$ cat src/rtl/cpu_defs.sv
// Constants shared by the register file, the ALU and their benches, so operand
// widths stay in lock-step across the datapath.
package cpu_defs;

  localparam int unsigned DATA_W = 8;
  localparam int unsigned ADDR_W = 3;
  localparam int unsigned DEPTH  = 1 << ADDR_W;

  // ALU function select driven alongside DATA1/DATA2
  typedef enum logic [2:0] {
    AluFwd = 3'b000,
    AluAdd = 3'b001,
    AluAnd = 3'b010,
    AluOr  = 3'b011
  } alu_sel_e;

endpackage

$ cat src/rtl/reg_file_read_port.sv
// One combinational read port: indexes the storage array, with optional
// write-forwarding and a hardwired-zero register 0.
module reg_read_port
  import cpu_defs::*;
#(
  parameter int unsigned DATA_W   = cpu_defs::DATA_W,
  parameter int unsigned ADDR_W   = cpu_defs::ADDR_W,
  parameter int unsigned DEPTH    = cpu_defs::DEPTH,
  parameter int unsigned BYPASS   = 0,
  parameter int unsigned ZERO_REG = 0
) (
  input  logic [DEPTH-1:0][DATA_W-1:0] regs,
  input  logic [ADDR_W-1:0]            raddr,
  input  logic [DATA_W-1:0]            wdata,
  input  logic [ADDR_W-1:0]            waddr,
  input  logic                         wr_fwd,
  output logic [DATA_W-1:0]            rdata
);

  always_comb begin
    rdata = regs[raddr];
    if (BYPASS != 0 && wr_fwd && raddr == waddr) begin
      rdata = wdata;
    end
    // Hardwired zero takes priority over forwarding
    if (ZERO_REG != 0 && raddr == '0) begin
      rdata = '0;
    end
  end

endmodule

$ cat src/rtl/reg_file.sv
// Operand register file: two combinational read ports feeding the ALU and one
// synchronous write port capturing the ALU result.
module reg_file
  import cpu_defs::*;
#(
  parameter int unsigned DATA_W   = cpu_defs::DATA_W,
  parameter int unsigned ADDR_W   = cpu_defs::ADDR_W,
  parameter int unsigned DEPTH    = cpu_defs::DEPTH,
  parameter int unsigned BYPASS   = 0,
  parameter int unsigned ZERO_REG = 0
) (
  input  logic              CLK,
  input  logic              RESET,
  input  logic [DATA_W-1:0] IN,
  input  logic [ADDR_W-1:0] INADDRESS,
  input  logic              WRITE,
  input  logic [ADDR_W-1:0] OUT1ADDRESS,
  input  logic [ADDR_W-1:0] OUT2ADDRESS,
  output logic [DATA_W-1:0] OUT1,
  output logic [DATA_W-1:0] OUT2
);

  logic [DEPTH-1:0][DATA_W-1:0] regs_q;
  logic                         wr_en;
  logic                         wr_fwd;

  // Forwarding is only meaningful while the write will actually be taken
  assign wr_fwd = WRITE & ~RESET;
  assign wr_en  = WRITE & ~(ZERO_REG != 0 && INADDRESS == '0);

  always_ff @(posedge CLK or posedge RESET) begin
    if (RESET) begin
      regs_q <= '0;
    end else if (wr_en) begin
      regs_q[INADDRESS] <= IN;
    end
  end

  reg_read_port #(
    .DATA_W  (DATA_W),
    .ADDR_W  (ADDR_W),
    .DEPTH   (DEPTH),
    .BYPASS  (BYPASS),
    .ZERO_REG(ZERO_REG)
  ) u_port1 (
    .regs  (regs_q),
    .raddr (OUT1ADDRESS),
    .wdata (IN),
    .waddr (INADDRESS),
    .wr_fwd(wr_fwd),
    .rdata (OUT1)
  );

  reg_read_port #(
    .DATA_W  (DATA_W),
    .ADDR_W  (ADDR_W),
    .DEPTH   (DEPTH),
    .BYPASS  (BYPASS),
    .ZERO_REG(ZERO_REG)
  ) u_port2 (
    .regs  (regs_q),
    .raddr (OUT2ADDRESS),
    .wdata (IN),
    .waddr (INADDRESS),
    .wr_fwd(wr_fwd),
    .rdata (OUT2)
  );

endmodule

$ cat config.mk
export PLATFORM = sky130hd
export DESIGN_NAME = reg_file
export DESIGN_NICKNAME = d
export VERILOG_FILES = /design/src/rtl/cpu_defs.sv /design/src/rtl/reg_file_read_port.sv /design/src/rtl/reg_file.sv
export SDC_FILE = /design/constraint.sdc
export NUM_CORES = 1
export LEC_CHECK = 0
export ABC_AREA = 1
export CAP_MARGIN = 20
export CORE_MARGIN = 5
export CORE_UTILIZATION = 50
export CTS_CLUSTER_SIZE = 30
export DETAILED_ROUTE_END_ITERATION = 10
export GPL_ROUTABILITY_DRIVEN = 0
export MAX_ROUTING_LAYER = met4
export PLACE_DENSITY = 0.77
export SLEW_MARGIN = 20
export SYNTH_ARGS = -nofsm -noshare
export SYNTH_HDL_FRONTEND = slang
export SYNTH_SLANG_ARGS = --single-unit
$ cat constraint.sdc
create_clock -name CLK -period 5 [get_ports CLK]
set_input_delay 0.75 -clock CLK [delete_from_list [all_inputs] [get_ports CLK]]
set_output_delay 0.75 -clock CLK [all_outputs]
set_load 0.05 [all_outputs]
==> summary.txt, run 1 <==
Detailed routing
  – Vias per cell: 5.42
  – Drt pass-1 iters: 5
  – Drt drc: 0
  – Vias post-DR: 3876
  – Wire per inst: 15.3 µm
  – Routed wire length: 11000 µm
  – Initial drt markers: 338
  – Antenna Nets Post-Route: 0

Final layout
  – Layout cell share with drive strength beyond 1: 0.0471
  – Top Registers: regs_q x64
  – Antenna Cells: 0
  – Synthesis-to-finish area growth: 13.8%
  – Max reg flops: 64
  – Layout Cells excl Fill: 715
  – Highest-count cells in the layout ignoring fill and taps: nand2_1 (279), inv_1 (82), nand3_1 (65), o21ai_0 (64), dfrtp_1 (64)
  – Combined area of the multi-input logic cells: 1730 µm²
  – # fillers: 690
  – Commonest non-fill, non-tap cell in the layout: nand2_1
  – Final #Nets: 631
  – Largest Register: regs_q
  – Reg area: 1600 µm²

Yosys
  – Synth unique cells: 13
  – Synth Cell Area: 3810 µm²
  – Mapped Avg Cell Area: 6.45 µm²
  – Post-synth top area cell: dfrtp_1
  – Seq cells post-synth: 64
  – Sequential share of the synthesized area: 0.421
  – Syn Nets: 610
  – Post-synth top area share: 0.421
  – Synth area leaders: dfrtp_1 (42%), nand2_1 (28%), nand3_1 (8.5%), o21ai_0 (8.4%), inv_1 (8.2%)
  – Yosys warns: 0
  – Synth Instances: 590

STA
  – Final setup viols: 0
  – Setup TNS Final: 0 ns
  – Tmin final: 3.87 ns
  – Transition time of the tightest slew-check pin: 1.06 ns
  – Slew Limit Fails: 0
  – Worst Skew: 0 ns
  – Slew HR: 0.290
  – Final Hold Fails: 0
  – Fin crit share: 0.773
  – RSZ-0062 raised after global routing: false
  – Fmax: 259 MHz

CTS
  – H-tree Lvls: 3
  – Post-CTS sizing: 0
  – Clock transition at path regs: 0.07 ns
  – TritonCTS Buffers: 9
  – Worst-Skew Late Latency: 0.33 ns
  – Clk root buf: clkbuf_8
  – Post-CTS Hold Fix Bufs: 0
  – Post-CTS Setup Bufs: 0
  – CTS tree: built
  – Clk sinks: 64
  – CTS Buffer Depth: 2

Critical path
  – Worst-path maximum fanout: 32
  – R2R cell count: 2
  – Crit path DAT: 3.12 ns
  – Data required, critical path: 4.25 ns
  – Crit path kind: primary input to primary output
  – Worst Setup End Kind: primary output
  – Worst Setup Start Kind: primary input
  – Reg2reg setup slack: 4.25 ns

GRT
  – Total GRT Usage: 0.247
  – Global-route wire length before repair: 18300 µm
  – Grt ovf: 0
  – Largest net degree at the start of global routing: 65
  – Initial antenna violation count: 0
  – Number of global-route vias before repair: 3745

Placement
  – Half-perimeter wire length after placement: 7110 µm
  – IO buf count: 35
  – Placed cells: 699

Power
  – P_leak: 2.42 nW
  – Cell Pwr Density: 368 nW/µm²
  – VDD IR-drop max: 0.171 mV

Floorplanning
  – Die H: 97.3 µm
  – Total die area: 9460 µm²
  – CORE AREA: 7330 µm²
  – Row count: 31
  – Die X: 97.3 µm
  – Starting Density: 0.519
  – # IOs: 36

Min path
  – Worst Hold Class: register to register
  – Hold depth: 2

Outcome
  – Status: finished, final reports clean

Run
  – Max Cap Viol: 0
[cell type report]
class	count	area share
timing repair buffer	40	0.0855
tap	99	0.0286
inverter	83	0.0719
sequential	64	0.370
clock inverter	3	0.00924
clock buffer	13	0.0367
multi-input combinational	413	0.398
[worst max-delay path, stage by stage]
cell and delay (ns):
clkdlybuf4s50_1 0.42, inv_1 0.78, nand2_1 0.13, nand3_1 0.12, nand2_1 0.09, nand2_1 0.06, nand2_1 0.07, clkdlybuf4s50_1 0.69
[cells in the mapped netlist (all sizes together)]
cell type,number
clkbuf,7
buf,23
inv,83
nor2,4
nand2,279
nand3,65
nor3,1
o21ai,64
dfrtp,64
[metal layers]
layer	global-route usage	vias up	part of all wire
met5	-	-	0
met4	0.0969	0	0.021
met3	0.0481	22	0.080
met2	0.379	199	0.46
met1	0.324	1820	0.43
li1	-	1835	-
[kinds of logic after synthesis]
family          count (synthesis)  share of synthesized area
simple gates                  349                      0.369
compound gates                 64                     0.0842
flops                          64                      0.421
buf+inv                       113                      0.126
[path summary, 6_finish.rpt]
kind | from | end
worst max-delay path | OUT1ADDRESS[0] | OUT1[2]
min in group asynchronous | RESET | regs_q[10]
worst max register to register | regs_q[59] | regs_q[59]
max in group asynchronous | RESET | regs_q[59]
worst min register to register | regs_q[53] | regs_q[53]
worst min-delay path | regs_q[53] | regs_q[53]
[per-stage QoR]
step / instance area [µm²] / util / power [mW] / hold slack (ns) / setup WS [ns]
finish: 4330 / 0.591 / 1.60 / 0.488 / 1.13
global route: 4330 / 0.591 / 1.70 / 0.510 / 0.940
CTS: 4330 / 0.591 / 1.60 / 0.489 / 1.16
detailed placement: 4130 / 0.564 / 1.14 / 0.473 / 1.17
global placement: 4130 / 0.564 / 1.13 / 0.468 / 1.21
floorplan: 3810 / - / 1.01 / 0.453 / 2.50
[power by group]
group	leakage (nW)	switching (mW)	internal, mW
combinational	1.52	0.322	0.156
sequential	0.802	0.0493	0.616
clock	0.103	0.197	0.256
total	2.42	0.568	1.03
Note: power is estimated with default switching activity, not from simulation.
==> inputs of run 2 (changes only) <==
PLACE_DENSITY = 0.8   (was 0.77)
clock period = 3.3 ns   (was 5 ns; I/O delays follow)
==> summary.txt, run 2 (synthesis gave the netlist of run 1 again) <==
Power
  – Total power: 2.43 mW
  – P_leak: 2.50 nW
  – VDD IR-drop max: 0.296 mV
  – Cell Pwr Density: 539 nW/µm²

Final layout
  – Final #Nets: 635
  – Layout Cells excl Fill: 718
  – Top Registers: regs_q x64
  – Synthesis-to-finish area growth: 18.5%
  – Antenna Cells: 0
  – Post-route design area: 4510 µm²
  – Largest Register: regs_q
  – Commonest non-fill, non-tap cell in the layout: nand2_1
  – Layout cell share with drive strength beyond 1: 0.0630
  – # fillers: 657
  – Combined area of the multi-input logic cells: 1730 µm²
  – Final Util: 0.615
  – Highest-count cells in the layout ignoring fill and taps: nand2_1 (279), inv_1 (82), nand3_1 (65), o21ai_0 (64), dfrtp_1 (64)
  – Max reg flops: 64
  – Reg area: 1600 µm²

STA
  – RSZ-0062 raised after global routing: false
  – Setup TNS Final: 0 ns
  – Slew HR: 0.331
  – Final setup viols: 0
  – Fin crit share: 0.855
  – Fmax: 355 MHz
  – Tmin final: 2.82 ns
  – Slew Limit Fails: 0
  – Final Hold Fails: 0
  – Transition time of the tightest slew-check pin: 1.00 ns
  – Worst Skew: 0 ns

GRT
  – Total GRT Usage: 0.240
  – Largest net degree at the start of global routing: 50
  – Number of global-route vias before repair: 3653
  – Initial antenna violation count: 0
  – Global-route wire length before repair: 17800 µm
  – Grt ovf: 0

Critical path
  – Worst Setup End Kind: primary output
  – Data required, critical path: 2.80 ns
  – Worst Setup Start Kind: primary input
  – Reg2reg setup slack: 2.58 ns
  – R2R cell count: 2
  – Crit path DAT: 2.33 ns
  – Crit path kind: primary input to primary output
  – Worst-path maximum fanout: 32

Placement
  – Half-perimeter wire length after placement: 7330 µm
  – Placed Area: 4340 µm²
  – IO buf count: 35
  – Placed cells: 703

CTS
  – H-tree Lvls: 3
  – CTS Buffer Depth: 2
  – Post-CTS sizing: 0
  – TritonCTS Buffers: 9
  – Post-CTS Hold Fix Bufs: 0
  – Clk root buf: clkbuf_8
  – Clock transition at path regs: 0.06 ns
  – Worst-Skew Late Latency: 0.34 ns
  – CTS tree: built
  – Clk sinks: 64
  – Post-CTS Setup Bufs: 0

Min path
  – Worst Hold Class: register to register
  – Hold depth: 2

Floorplanning
  – # IOs: 36
  – Starting Density: 0.519
  – Die H: 97.3 µm
  – Total die area: 9460 µm²
  – CORE AREA: 7330 µm²
  – Die X: 97.3 µm
  – Row count: 31

Detailed routing
  – Drt drc: 0
  – Initial drt markers: 407
  – Routed wire length: 10800 µm
  – Drt pass-1 iters: 6
  – Vias per cell: 5.36
  – Vias post-DR: 3850
  – Wire per inst: 15.1 µm
  – Antenna Nets Post-Route: 0

Outcome
  – Status: finished, final reports clean

Run
  – Max Cap Viol: 0
-- run 2: changes by cell type in the layout (fill, tap and decap cells not counted), sizes merged --
cell	previous run	this run
inv	83	82
bufinv	1	0
clkinv	2	1
clkdlybuf4s50	28	19
buf	12	25
clkbuf	13	15
-- run 2: cell type report --
type | instances | area share
inverter | 83 | 0.0694
tap | 99 | 0.0275
multi-input combinational | 413 | 0.383
clock buffer | 15 | 0.0369
timing repair buffer | 44 | 0.128
sequential | 64 | 0.355
-- run 2: per-layer routing --
metal | vias to the layer above | wire (µm) | GRT usage
met5 | - | 0 | -
met4 | 0 | 191 | 0.0777
met3 | 22 | 1030 | 0.0553
met2 | 206 | 5150 | 0.385
met1 | 1779 | 4440 | 0.303
li1 | 1843 | - | -
-- run 2: power breakdown --
group / leakage, nW / internal [mW] / switching, mW
clock: 0.0838 / 0.312 / 0.295
sequential: 0.802 / 0.933 / 0.0761
combinational: 1.61 / 0.310 / 0.502
total: 2.50 / 1.56 / 0.874
-- run 2: final timing paths --
check	start	endpoint
max in group asynchronous	RESET	regs_q[30]
worst min-delay path	regs_q[25]	regs_q[25]
worst max register to register	regs_q[54]	regs_q[54]
worst min register to register	regs_q[25]	regs_q[25]
min in group asynchronous	RESET	regs_q[54]
worst max-delay path	OUT1ADDRESS[0]	OUT1[7]
-- run 2: worst max-delay path, cell delays in order --
cell	delay (ns)
clkdlybuf4s50_1	0.42
inv_1	0.73
nand2_1	0.17
nand3_1	0.13
nand2_1	0.07
nand2_1	0.05
nand2_1	0.09
buf_12	0.16
-- run 2: per-stage QoR --
stage | hold WS, ns | setup WS [ns]
6_report | 0.487 | 0.479
5_1_grt | 0.509 | 0.335
4_1_cts | 0.489 | 0.548
3_5_place_dp | 0.474 | 0.549
3_3_place_gp | 0.466 | 0.615
2_1_floorplan | 0.453 | 1.21
